### src/rtl/bv4_inv_arbiter.sv
// rtl/bv4_inv_arbiter.sv - round-robin arbiter sharing one GF(2^4) inverter
// Inverter uses the GF((2^2)^2) normal-basis tower: nibble {g1,g0} = g1*Z^4 + g0*Z, GF(4) basis (W^2, W).

module bv4_inv (
    input  logic [3:0] a,
    output logic [3:0] y
);

    function automatic logic [1:0] gf4_mul(input logic [1:0] p, input logic [1:0] q);
        logic e;
        e = (p[1] ^ p[0]) & (q[1] ^ q[0]);
        return {(p[1] & q[1]) ^ e, (p[0] & q[0]) ^ e};
    endfunction

    // Square then scale by N = W^2
    function automatic logic [1:0] gf4_sq_scl(input logic [1:0] c);
        return {c[1], c[1] ^ c[0]};
    endfunction

    logic [1:0] g1;
    logic [1:0] g0;
    logic [1:0] theta;
    logic [1:0] theta_inv;

    assign g1        = a[3:2];
    assign g0        = a[1:0];
    assign theta     = gf4_sq_scl(g1 ^ g0) ^ gf4_mul(g1, g0);
    assign theta_inv = {theta[0], theta[1]};
    assign y         = {gf4_mul(theta_inv, g0), gf4_mul(theta_inv, g1)};

endmodule

module bv4_inv_arbiter #(
    parameter int NUM_REQ = 4
) (
    input  logic                       in_clock,
    input  logic                       in_reset,
    input  logic [NUM_REQ-1:0]         in_req_valid,
    input  logic [4*NUM_REQ-1:0]       in_req_data,
    output logic [NUM_REQ-1:0]         out_req_ready,
    output logic                       out_rsp_valid,
    output logic [3:0]                 out_rsp_data,
    output logic [$clog2(NUM_REQ)-1:0] out_rsp_id,
    input  logic                       in_rsp_ready
);

    localparam int ID_W = $clog2(NUM_REQ);

    logic [ID_W-1:0] ptr;
    logic [ID_W-1:0] grant_idx;
    logic [ID_W-1:0] ptr_next;
    logic            grant_any;
    logic            slot_free;
    logic            accept;
    logic [3:0]      operand;
    logic [3:0]      operand_inv;
    int              cand;

    assign slot_free = !out_rsp_valid || in_rsp_ready;

    // First valid requester at or after ptr, wrapping modulo NUM_REQ
    always_comb begin
        grant_any = 1'b0;
        grant_idx = '0;
        cand      = 0;
        for (int k = 0; k < NUM_REQ; k++) begin
            cand = int'(ptr) + k;
            if (cand >= NUM_REQ) begin
                cand = cand - NUM_REQ;
            end
            if (!grant_any && in_req_valid[ID_W'(cand)]) begin
                grant_any = 1'b1;
                grant_idx = ID_W'(cand);
            end
        end
    end

    assign accept        = grant_any && slot_free && !in_reset;
    assign out_req_ready = accept ? (NUM_REQ'(1) << grant_idx) : '0;
    assign ptr_next      = (grant_idx == ID_W'(NUM_REQ - 1)) ? '0 : grant_idx + ID_W'(1);
    assign operand       = in_req_data[{grant_idx, 2'b00} +: 4];

    bv4_inv u_inv (
        .a (operand),
        .y (operand_inv)
    );

    always_ff @(posedge in_clock or posedge in_reset) begin
        if (in_reset) begin
            out_rsp_valid <= 1'b0;
            out_rsp_data  <= 4'h0;
            out_rsp_id    <= '0;
            ptr           <= '0;
        end else if (accept) begin
            out_rsp_valid <= 1'b1;
            out_rsp_data  <= operand_inv;
            out_rsp_id    <= grant_idx;
            ptr           <= ptr_next;
        end else if (in_rsp_ready) begin
            out_rsp_valid <= 1'b0;
        end
    end

endmodule
### config.mk
export PLATFORM = sky130hd
export DESIGN_NAME = bv4_inv_arbiter
export DESIGN_NICKNAME = d
export VERILOG_FILES = /design/src/rtl/bv4_inv_arbiter.sv
export SDC_FILE = /design/constraint.sdc
export NUM_CORES = 1
export LEC_CHECK = 0
export CORE_MARGIN = 4
export CORE_UTILIZATION = 52
export CTS_BUF_LIST = sky130_fd_sc_hd__clkbuf_8
export DETAILED_ROUTE_END_ITERATION = 16
export MAX_ROUTING_LAYER = met4
export PLACE_DENSITY = 0.88
export SLEW_MARGIN = 20
export SYNTH_ARGS = -nofsm -noshare
export SYNTH_HDL_FRONTEND = slang
export SYNTH_SLANG_ARGS = --single-unit
### constraint.sdc
create_clock -name in_clock -period 8.1 [get_ports in_clock]
set_input_delay 1.215 -clock in_clock [delete_from_list [all_inputs] [get_ports in_clock]]
set_output_delay 1.215 -clock in_clock [all_outputs]
set_load 0.03 [all_outputs]
* After elaboration in Yosys (flattened, before gate mapping)
Index checks and enable logic that the tools add are counted.
** Storage, ports and cells
- Flip-flop bits (word level) :: 9
- Input bits :: 23
- Output and inout bits :: 11
- Logic and storage cells :: 84
** Operators by class
- Add/sub/neg operators :: 8
- Magnitude comparators :: 8
- Equal/unequal tests :: 1
- Shift-type cells :: 2
- Mux-type cells :: 28
- Bitwise operators :: 21
- Reduce and logical (&&, ||, !) cells :: 12
** Operators with widths (count)
- 2-to-1 mux 2 bit :: 9
- less-than comparator 2 x 4 -> 1 bit, second input constant :: 4
- indexed part select 16 x 5 -> 4 bit :: 1
- 2-to-1 mux 1 bit :: 14
- XOR 1 bit :: 10
- bitwise AND 1 bit :: 9
- >= comparator 3 bit, second input constant :: 3
- binary-select mux 1 bit (select 2 bit) :: 4
- subtractor 2 x 1 -> 2 bit, second input constant :: 4
- adder 2 x 2 -> 3 bit, second input constant :: 2
- logical AND 1 bit :: 5
- zero test 1 bit :: 5
- 2-to-1 mux 4 bit :: 1
- << shifter 1 x 2 -> 4 bit, first input constant :: 1
- XOR 2 bit :: 2
- adder 2 x 1 -> 3 bit, second input constant :: 1
- >= comparator 2 x 3 -> 1 bit, second input constant :: 1
- adder 2 x 1 -> 2 bit, second input constant :: 1
- == test 2 bit, second input constant :: 1
- nonzero test 2 bit :: 1
- logical OR 1 bit :: 1

* Logic depth before layout (Yosys ltp)
Gate-level depths: netlist of the first run.
- Depth in word-level cells :: 23
- Depth in mapped cells :: 14
- Gate-level depth less buffers :: 14

* Modules after synthesis
From an unflattened synthesis of the first run, not the netlist that was laid out.
** Second synthesis, totals
- Cells, all modules :: 93
- Area total of the unflattened synthesis :: 823.3 um2
** By module, submodules not included
- bv4_inv_arbiter :: times used 1, cells an instance 69, area each 619.3 um2, sequential area each 225.2 um2
- bv4_inv :: times used 1, cells an instance 24, area each 203.9 um2, sequential area each 0.0 um2

* Worst setup path before layout of the first run
Ideal clock, no wire load.
- Kind :: input to register
- Start point :: in in_req_valid[1]
- End point :: reg out_rsp_data[3]
- Setup time :: 0.082 ns
- Arrival :: 3.936 ns
- Required time :: 8.018 ns
- Path slack :: 4.082 ns
- Cell stages on the path :: 13
- Buffers on the path :: 1
- Cell sequence :: and2b_4 -> a211oi_2 -> nor2_2 -> buf_6 -> mux2i_1 -> mux2i_1 -> ha_1 -> xor2_1 -> xnor2_1 -> inv_1 -> or3_1 -> a21o_1 -> a31oi_1
** On the way
- Word-level cells in the longest chain between the ends :: 21
- Elaborated cells on any way between the ends :: 43
- Those cells by class :: shift: 1; mux: 20; bitwise: 14; reduce/logical: 8
** Ends and longest elaborated chain
- from (decl) :: RTL line 38 : input logic [NUM_REQ-1:0] in_req_valid,
- binary-select mux 1 bit (select 2 bit) :: RTL line 71 : if (!grant_any && in_req_valid[ID_W'(cand)]) begin
- 2-to-1 mux 1 bit (not written as such) (2 in a row) :: RTL line 71
- 2-to-1 mux 1 bit :: RTL line 71
- zero test 1 bit :: RTL line 71
- logical AND 1 bit :: RTL line 71
- 2-to-1 mux 1 bit :: RTL line 71
- zero test 1 bit :: RTL line 71
- logical AND 1 bit :: RTL line 71
- (+4 left out)
- net grant_idx[1] :: RTL line 50 : logic [ID_W-1:0] grant_idx;
- indexed part select 16 x 5 -> 4 bit (*) :: RTL line 81 : assign operand = in_req_data[{grant_idx, 2'b00} +: 4];
- XOR 1 bit :: RTL line 11 : e = (p[1] ^ p[0]) & (q[1] ^ q[0]);
- bitwise AND 1 bit :: RTL line 11
- XOR 1 bit :: RTL line 12 : return {(p[1] & q[1]) ^ e, (p[0] & q[0]) ^ e};
- XOR 2 bit :: RTL line 27 : assign theta = gf4_sq_scl(g1 ^ g0) ^ gf4_mul(g1, g0);
- XOR 1 bit :: RTL line 11
- bitwise AND 1 bit :: RTL line 11
- XOR 1 bit (*) :: RTL line 12
- to (signal assigned) :: RTL line 96 : out_rsp_data <= operand_inv;
- to (decl) :: RTL line 42 : output logic [3:0] out_rsp_data,
The timed path passes the listed nets; every way through them passes the cells marked *. The select of a mux whose other input is x is not followed.
A chain may end at the register's enable or synchronous reset.

* Final worst setup path of the first run
- Start point :: in in_req_valid[2]
- End point :: reg out_rsp_data[1]
** On the way
- Word-level cells in the longest chain between the ends :: 21
- Elaborated cells on any way between the ends :: 43
- Those cells by class :: shift: 1; mux: 20; bitwise: 14; reduce/logical: 8
** Ends and longest elaborated chain (RTL line)
- binary-select mux 1 bit (select 2 bit) :: 71
- 2-to-1 mux 1 bit (not written as such) (2 in a row) :: 71
- 2-to-1 mux 1 bit :: 71
- zero test 1 bit :: 71
- logical AND 1 bit :: 71
- 2-to-1 mux 1 bit :: 71
- zero test 1 bit :: 71
- logical AND 1 bit :: 71
- (+4 left out)
- indexed part select 16 x 5 -> 4 bit :: 81
- XOR 1 bit :: 11
- bitwise AND 1 bit :: 11
- XOR 1 bit :: 12
- XOR 2 bit :: 27
- XOR 1 bit :: 11
- bitwise AND 1 bit :: 11
- XOR 1 bit :: 12
Parallel ways exist; a longest one is shown, timed or not. The select of a mux whose other input is x is not followed.

==> results.md, run 1 <==
- Core ar.: 1960 µm²
- Antenna cells: 0
- Die width: 53.6 µm
- Global-route wire length before repair: 4800 µm
- Critical path class: in -> reg
- Die ar.: 2880 µm²
- Postcts setup bufs: 0
- Min cycle time layout: 5.26 ns
- CP endpoint kind: register
- Final HPWL from detailed placement: 2270 µm
- CTS Root Cell: clkbuf_8
- # resized after CTS: 0
- Reg clk slew, reported paths: 0.04 ns
- Drt pass-1 iters: 4
- Layout cells sized above 1: 9.52%
- Outcome: completed
- Hold WS: 0.510 ns
- Synth Register Bits: 9
- Global route overflow: 0
- CP startpoint kind: input port
- Pin count of the biggest net entering global routing: 17
- Net Sw Frac: 50.9%
- # DRC: 0
- Critical path buffer and inverter count: 1
- Clock Power Share: 7.9%
- Post-Synthesis Cells: 134
- CTS tree: yes
- Reg area: 225 µm²
- Slew margin rel.: 41.5%
- Clk_lat worst skew: 0.24 ns
- Power Dens Cells: 438 nW/µm²
- Overall Global Routing Usage: 23.3%
- Final net count: 198
- Static Leakage: 0.643 nW
- CP cell instances: clkdlybuf4s50_1 -> nor2b_1 -> a211oi_2 -> nor2_2 -> mux2i_1 -> mux2i_1 -> ha_1 -> xnor2_1 -> xnor2_1 -> a2111o_1 -> a311o_1 -> a31oi_1
- Starting density of the core: 55.2%
- Area delta synth->final: 36.6%
- Delay-heaviest family, CP: compound AO/OA/AOI/OAI gates
- Ys Warns: 0
- Setup Skew: 0.00478 ns
- Netlist area before placement: 1080 µm²
- Critical Path Max Stage Delay: 0.72 ns
- Multi-input gate area: 793 µm²
- Worst Hold Class: reg -> reg
- Vias/cell: 5.58
- Fin crit share: 64.9%
- Port Buffer Count: 33
- Post-DR wirelength/cell: 14.6 µm
- Via Count: 1089
- Avg Cell Area, Syn: 8.09 µm²
- Syn nets: 163
- Ys flop type: dfrtp_1
- Placed Instance Area: 1430 µm²
- Post-synthesis async set-or-reset flop share: 100%
- Worst-margin pin slew: 0.871 ns
- Yosys cell types: 42
- Most frequent cell after synthesis: inv_1
- Htree depth: 1
- Clk sinks: 9
- Setup-failing EPs final: 0
- RSZ-0062 raised after global routing: no
- Synth area leaders: dfrtp_1 21%, ha_1 6.9%, xnor2_1 5.7%
- Power, Total: 0.649 mW
- Critical Path RT: 8.25 ns
- Critical path arrival: 5.41 ns
- Final hold vios: 0
- DRT Wirelength: 2840 µm
- Number of max-cap violations: 0
- Synth top area share: 20.8%
- Fillers: 144
- Switching pwr: 0.330 mW
- Design Area, Final: 1480 µm²
- Die H: 53.6 µm
- Hold Buf Count CTS: 0
- Slew Limit Fails: 0
- Clock buffer depth: 2
- Cell taking the most area after synthesis: dfrtp_1
- Worst VDD drop: 0.425 mV
- 1st-iter DRT viols: 25
- Crit-path max FO: 14
- Achievable frequency: 190 MHz
- Rows: 16
- GPL Wtd Cong: 0.879
- Antenna violations before repair: 0
- EDFF count, synth: 0
- Synth top cells by count: 12 x inv_1, 10 x nor2_1, 9 x dfrtp_1, 9 x nand3_1
- Comb power frac: 79.4%
- Num CTS Buffers: 3
- Setup TNS: 0 ns
- Routed Antenna Nets: 0
- Register share of total power: 12.7%
- Vias in the first global route: 1083
- Io pins: 34
- Slowest stage cell, crit path: xnor2_1
- Sequential area share after synthesis: 20.8%
- Internal power of the cells: 0.319 mW
-- kinds of logic after synthesis --
family / Yosys count / synth area share (%)
flops: 9 / 20.8
xor+xnor: 10 / 8.08
mux: 12 / 12.8
simple gates: 45 / 22.5
buf+inv: 16 / 6.35
fa+ha+maj: 6 / 6.93
compound gates: 36 / 22.5
-- placed cells by master, fill, tap and decap left out, drive strengths merged, types with 3 or more instances in the layout --
| cell type | n |
|---|---|
| clkdlybuf4s50 | 33 |
| inv | 13 |
| nor2 | 11 |
| nand3 | 9 |
| dfrtp | 9 |
| o21ai | 8 |
| xnor2 | 7 |
| a21oi | 7 |
| mux2i | 7 |
| ha | 6 |
| mux2 | 5 |
| and2 | 5 |
| and3 | 4 |
| a31oi | 4 |
| a211oi | 4 |
| nand2 | 4 |
| xor2 | 3 |
| or3 | 3 |
| clkbuf | 3 |
-- state kept, by name, indices dropped and copies added, names as in the netlist --
| signal | flops |
|---|---|
| out_rsp_data | 4 |
| ptr | 2 |
| out_rsp_id | 2 |
| out_rsp_valid | 1 |
-- final cells by class --
class	instances	area share, %
well taps	27	2.28
multi-input cells	109	53.6
clock inverters	1	0.254
inverters	12	3.04
flip-flops and latches	9	15.2
clock buffers	3	2.79
repair buffers	34	22.8
-- routing by layer --
layer  up-vias  wire (µm)  GRT usage, %
li1        554          -             -
met1       506       1270          27.3
met2        27       1430          40.8
met3         2        132          4.99
met4         0         16          5.11
met5         -          0             -
-- worst paths after layout --
kind                            startpoint  depth (start not counted)  slack (ns)               to
max reg2reg                         ptr[0]                         11        3.96  out_rsp_data[1]
min in group asynchronous         in_reset                          2        1.28           ptr[0]
max                        in_req_valid[2]                         12        2.84  out_rsp_data[1]
min                          out_rsp_id[0]                          1        0.51    out_rsp_id[0]
max in group asynchronous         in_reset                          2        6.56  out_rsp_data[0]
min reg2reg                  out_rsp_id[0]                          1        0.51    out_rsp_id[0]
-- power groups by stage --
| stage | combinational [mW] | clock (mW) | sequential [mW] |
|---|---|---|---|
| final | 0.515 | 0.0511 | 0.0824 |
| after global routing | 0.572 | 0.0545 | 0.0861 |
| after CTS | 0.512 | 0.0520 | 0.0826 |
| after detailed placement | 0.508 | 0 | 0.0832 |
| after global placement | 0.488 | 0 | 0.0815 |
| after floorplan | 0.364 | 0 | 0.112 |
-- stage by stage --
step	utilization, %	setup WS [ns]	cells
after CTS	75.3	2.89	195
after detailed placement	73.0	2.63	191
after global routing	75.4	2.46	195
after global placement	73.0	2.94	191
final	75.4	2.84	195
after floorplan	-	4.08	134
Note: power is estimated with default switching activity, not from simulation.
==> run 2, diff against run 1 <==
- CORE_ASPECT_RATIO: default -> 0.6
- CORE_UTILIZATION: 52 -> 48
- PLACE_DENSITY: 0.88 -> 0.82
- clock period: 8.1 -> 4.9 ns (I/O delays scaled with it)
==> results.md, run 2 (synthesis gave the netlist of run 1 again) <==
- Outcome: completed (unchanged)
- Critical path class: in -> reg (unchanged)
- CTS tree: yes (unchanged)
- Routed Antenna Nets: 0 (unchanged)
- 1st-iter DRT viols: 91 (was 25)
- Achievable frequency: 230 MHz
- Multi-input gate area: 790 µm² (was 793 µm²)
- Via Count: 1125 (was 1089)
- CTS Root Cell: clkbuf_8 (unchanged)
- Clk sinks: 9 (unchanged)
- DP Worst Slack: 0.348 ns (was 2.63 ns)
- GPL Wtd Cong: 0.889 (was 0.879)
- Drt pass-1 iters: 4 (unchanged)
- Max FFs per register: 4 (unchanged)
- Port Buffer Count: 33 (unchanged)
- Die ar.: 3110 µm² (was 2880 µm²)
- Vias in the first global route: 1057 (was 1083)
- Layout cells sized above 1: 11.0% (was 9.52%)
- Hold Buf Count CTS: 0 (unchanged)
- Antenna violations before repair: 0 (unchanged)
- Setup TNS: 0 ns (unchanged)
- Comb power frac: 80.8% (was 79.4%)
- Internal power of the cells: 0.579 mW (was 0.319 mW)
- Static Leakage: 0.662 nW (was 0.643 nW)
- Switching pwr: 0.564 mW (was 0.330 mW)
- CP endpoint kind: register (unchanged)
- Area delta synth->final: 39.4% (was 36.6%)
- Final hold vios: 0 (unchanged)
- Clk_lat worst skew: 0.23 ns (was 0.24 ns)
- Most frequent cells in the layout: 33 x clkdlybuf4s50_1, 13 x inv_1, 10 x nor2_1 (unchanged)
- Number of max-cap violations: 0 (unchanged)
- Min cycle time layout: 4.35 ns
- Postcts setup bufs: 0 (unchanged)
- Starting density of the core: 50.1% (was 55.2%)
- RSZ-0062 raised after global routing: no (unchanged)
- Largest registers: out_rsp_data x4, out_rsp_id x2, ptr x2 (unchanged)
- Io pins: 34 (unchanged)
- Global route overflow: 0 (unchanged)
- # DRC: 0 (unchanged)
- Placed cell count: 198 (was 191)
- Net Sw Frac: 49.3% (was 50.9%)
- Non-Filler Instances: 202 (was 195)
- Worst VDD drop: 0.966 mV (was 0.425 mV)
- DRT Wirelength: 2950 µm (was 2840 µm)
- Die H: 44.8 µm (was 53.6 µm)
- CP startpoint kind: input port (unchanged)
- Htree depth: 1 (unchanged)
- Overall Global Routing Usage: 21.5% (was 23.3%)
- Rows: 13 (was 16)
- Num CTS Buffers: 3 (unchanged)
- Fin crit share: 88.8%
- Hold WS: 0.506 ns (was 0.510 ns)
- Slew Limit Fails: 0 (unchanged)
- Clock buffer depth: 2 (unchanged)
- Pin count of the biggest net entering global routing: 17 (unchanged)
- Worst Hold Class: reg -> reg (unchanged)
- R2R Setup Slk: 1.21 ns (was 3.96 ns)
- Die width: 69.3 µm (was 53.6 µm)
- Critical Path RT: 5.05 ns (was 8.25 ns)
- Slew margin rel.: 56.5% (was 41.5%)
- # resized after CTS: 0 (unchanged)
- Final net count: 202 (was 198)
- Setup-failing EPs final: 0 (unchanged)
- Fin util: 69.8% (was 75.4%)
- Reg area: 225 µm² (unchanged)
- Largest Register: out_rsp_data (unchanged)
- Post-DR wirelength/cell: 14.6 µm (about the same)
- Vias/cell: 5.57 (was 5.58)
- Setup Skew: 0.00349 ns (was 0.00478 ns)
- Fillers: 173 (was 144)
- Power Dens Cells: 756 nW/µm² (was 438 nW/µm²)
- Global-route wire length before repair: 4990 µm (was 4800 µm)
- Critical path arrival: 4.50 ns (was 5.41 ns)
- Clock Power Share: 7.3% (was 7.9%)
- Crit-path max FO: 14 (unchanged)
- Antenna cells: 0 (unchanged)
- Worst-margin pin slew: 0.652 ns (was 0.871 ns)
- Setup slack after layout: 0.551 ns (was 2.84 ns)
- Commonest non-fill, non-tap cell in the layout: clkdlybuf4s50_1 (unchanged)
- Reg clk slew, reported paths: 0.04 ns (about the same)
- Final HPWL from detailed placement: 2310 µm (was 2270 µm)
- Register share of total power: 11.9% (was 12.7%)
- Core ar.: 2160 µm² (was 1960 µm²)
## run 2: path summary, 6_finish.rpt
check                           startpoint               to  cells past startpoint
min in group asynchronous         in_reset    out_rsp_valid                      2
max                        in_req_valid[2]  out_rsp_data[1]                     14
max in group asynchronous         in_reset  out_rsp_data[2]                      2
min                          out_rsp_id[0]    out_rsp_id[0]                      1
max reg2reg                         ptr[0]  out_rsp_data[1]                     13
min reg2reg                  out_rsp_id[0]    out_rsp_id[0]                      1
## run 2: cell type report
class | count | area share (%)
Multi-Input combinational cell | 109 | 52.3
Timing Repair Buffer | 38 | 24.4
Sequential cell | 9 | 14.9
Inverter | 12 | 2.98
Clock buffer | 3 | 2.73
Tap cell | 30 | 2.49
Clock inverter | 1 | 0.249
## run 2: metrics by stage
step                      power [mW]  instance area (µm²)
final                           1.14                 1510
after global routing            1.26                 1510
after CTS                       1.14                 1510
after detailed placement        1.05                 1470
after global placement          1.01                 1470
after floorplan                0.786                 1080
## run 2: metal layers
layer  routed length, µm  global-route usage [%]  vias to the layer above
met2                1230                    29.9                       39
met1                1420                    28.4                      517
met3                 235                    7.56                        8
met5                   0                       -                        -
li1                    -                       -                      561
met4                  66                    8.56                        0
## run 2: worst max-delay path, stage by stage
cell and delay [ns]:
clkdlybuf4s50_1 0.52, nor2b_1 0.24, a211oi_2 0.08, nor2_2 0.51, mux2i_1 0.34, mux2i_1 0.12, buf_4 0.17, ha_1 0.35
xnor2_1 0.15, buf_4 0.18, and4_1 0.19, a2111o_1 0.38, a311o_1 0.34, a31oi_1 0.19
## run 2: power by group through the flow
stage	sequential [mW]	combinational, mW	clock [mW]
after CTS	0.137	0.915	0.0855
after detailed placement	0.138	0.910	0
after global placement	0.136	0.870	0
after global routing	0.140	1.03	0.0904
final	0.136	0.923	0.0830
after floorplan	0.185	0.601	0
==> run 3, diff against run 2 <==
- clock period: 4.9 -> 4.37 ns (I/O delays scaled with it)
==> results.md, run 3 (synthesis gave the netlist of run 1 again) <==
- CP startpoint kind: input port (unchanged)
- Post-DR wirelength/cell: 16.5 µm (was 14.6 µm)
- Final net count: 203 (was 202)
- Hold WS: 0.542 ns (was 0.506 ns)
- Rows: 13 (unchanged)
- Overall Global Routing Usage: 23.9% (was 21.5%)
- Number of max-cap violations: 0 (unchanged)
- Hold depth: 1 (unchanged)
- Fin util: 70.2% (was 69.8%)
- Hold Buf Count CTS: 0 (unchanged)
- Area delta synth->final: 40.1% (was 39.4%)
- Final HPWL from detailed placement: 2650 µm (was 2310 µm)
- Num CTS Buffers: 3 (unchanged)
- Clk_lat worst skew: 0.23 ns (about the same)
- Via Count: 1161 (was 1125)
- Fin crit share: 93.9%
- Slew Limit Fails: 0 (unchanged)
- Vias in the first global route: 1197 (was 1057)
- WHS Endpoint: out_rsp_id[0] (unchanged)
- Antenna violations before repair: 0 (unchanged)
- Setup Skew: 0.00553 ns (was 0.00349 ns)
- Core ar.: 2160 µm² (unchanged)
- Power Dens Cells: 841 nW/µm² (was 756 nW/µm²)
- Achievable frequency: 244 MHz
- HP Start: out_rsp_id[0] (unchanged)
- Setup-failing EPs final: 0 (unchanged)
- RSZ-0062 raised after global routing: no (unchanged)
- Global-route wire length before repair: 5690 µm (was 4990 µm)
- Critical path class: in -> reg (unchanged)
- # DRC: 0 (unchanged)
- Pin count of the biggest net entering global routing: 14 (was 17)
- Max FFs per register: 4 (unchanged)
- Commonest non-fill, non-tap cell in the layout: clkdlybuf4s50_1 (unchanged)
- Reg clk slew, reported paths: 0.05 ns (was 0.04 ns)
- Worst VDD drop: 0.611 mV (was 0.966 mV)
- Slew margin rel.: 56.8% (was 56.5%)
- Antenna cells: 0 (unchanged)
- CTS Root Cell: clkbuf_8 (unchanged)
- Placed cell count: 199 (was 198)
- Global route overflow: 0 (unchanged)
- GPL Wtd Cong: 0.841 (was 0.889)
- Crit-path max FO: 8 (was 14)
- Htree depth: 1 (unchanged)
- Die width: 69.3 µm (unchanged)
- Die H: 44.8 µm (unchanged)
- # resized after CTS: 0 (unchanged)
- CTS tree: yes (unchanged)
- Port Buffer Count: 33 (unchanged)
- Power, Total: 1.28 mW (was 1.14 mW)
- CP endpoint kind: register (unchanged)
- Worst-margin pin slew: 0.648 ns (was 0.652 ns)
- Most frequent cells in the layout: 33 x clkdlybuf4s50_1, 13 x inv_1, 10 x nor2_1 (unchanged)
- Non-Filler Instances: 203 (was 202)
- Layout cells sized above 1: 11.6% (was 11.0%)
- Postcts setup bufs: 0 (unchanged)
- R2R Setup Slk: 0.82 ns (was 1.21 ns)
- Routed Antenna Nets: 0 (unchanged)
- FF-to-FF path depth: 12 (was 13)
- DRT Wirelength: 3340 µm (was 2950 µm)
- 1st-iter DRT viols: 68 (was 91)
- Critical path arrival: 4.26 ns (was 4.50 ns)
- Outcome: completed (unchanged)
- Final hold vios: 0 (unchanged)
- Reg area: 225 µm² (unchanged)
- Met2 GRT Util: 38.8% (was 29.9%)
- Global routing's busiest layer: met2 (unchanged)
- Worst r2r dst: out_rsp_data[3] (was out_rsp_data[1])
- Critical Path RT: 4.53 ns (was 5.05 ns)
- Largest Register: out_rsp_data (unchanged)
- Crit Reg-Reg Startpoint: ptr[0] (unchanged)
- Static Leakage: 0.667 nW (was 0.662 nW)
- Clock buffer depth: 2 (unchanged)
- Multi-input gate area: 790 µm² (unchanged)
- Min cycle time layout: 4.10 ns
- Io pins: 34 (unchanged)
- Fillers: 170 (was 173)
- Setup TNS: 0 ns (unchanged)
- Met1 Use GR: 27.8% (was 28.4%)
- Worst Hold Class: reg -> reg (unchanged)
- Vias/cell: 5.72 (was 5.57)
- Drt pass-1 iters: 4 (unchanged)
- Starting density of the core: 50.1% (unchanged)
- Met3 Resource Use GR: 7.56% (unchanged)
- Largest registers: out_rsp_data x4, out_rsp_id x2, ptr x2 (unchanged)
- Die ar.: 3110 µm² (unchanged)
- Clk sinks: 9 (unchanged)
[run 3: worst max-delay path, stage by stage]
cell and delay (ns):
clkdlybuf4s50_1 0.53, nor2b_1 0.21, a211oi_2 0.07, nor2_2 0.37, mux2i_1 0.35, mux2i_1 0.16
ha_1 0.37, xor2_1 0.18, xnor2_1 0.48, inv_1 0.16, or3_1 0.37, a21o_1 0.19
a31oi_1 0.15
[run 3: worst max path at each step]
stage / start / endpoint / cells after the start
2_1_floorplan: in_req_valid[1] / out_rsp_data[3] / 13
3_3_place_gp: in_req_valid[2] / out_rsp_data[3] / 13
3_5_place_dp: in_req_valid[2] / out_rsp_data[3] / 13
4_1_cts: in_req_valid[2] / out_rsp_data[3] / 13
5_1_grt: in_req_valid[2] / out_rsp_data[1] / 12
6_report: in_req_valid[2] / out_rsp_data[3] / 13
[run 3: final cells by class]
type	count	area share (%)
multi-input combinational	109	52.0
inverter	12	2.97
clock buffer	3	2.72
sequential	9	14.8
timing repair buffer	39	24.7
clock inverter	1	0.247
tap	30	2.47
[run 3: through the flow]
step	area, µm²	setup slack [ns]
CTS	1520	0.302
finish	1520	0.266
floorplan	1080	0.911
detailed placement	1470	0.0952
global route	1520	0.0308
global placement	1470	0.331
[run 3: report_power, final]
group / internal [mW] / switching, mW
clock network: 0.0611 / 0.0324
registers: 0.124 / 0.0332
logic: 0.443 / 0.584
[run 3: metal layers]
layer  part of all wire, %  vias up  wire (µm)
li1                      -      562          -
met1                    44      520       1460
met2                    45       69       1490
met3                   8.6       10        289
met4                   3.1        0        104
met5                     0        -          0
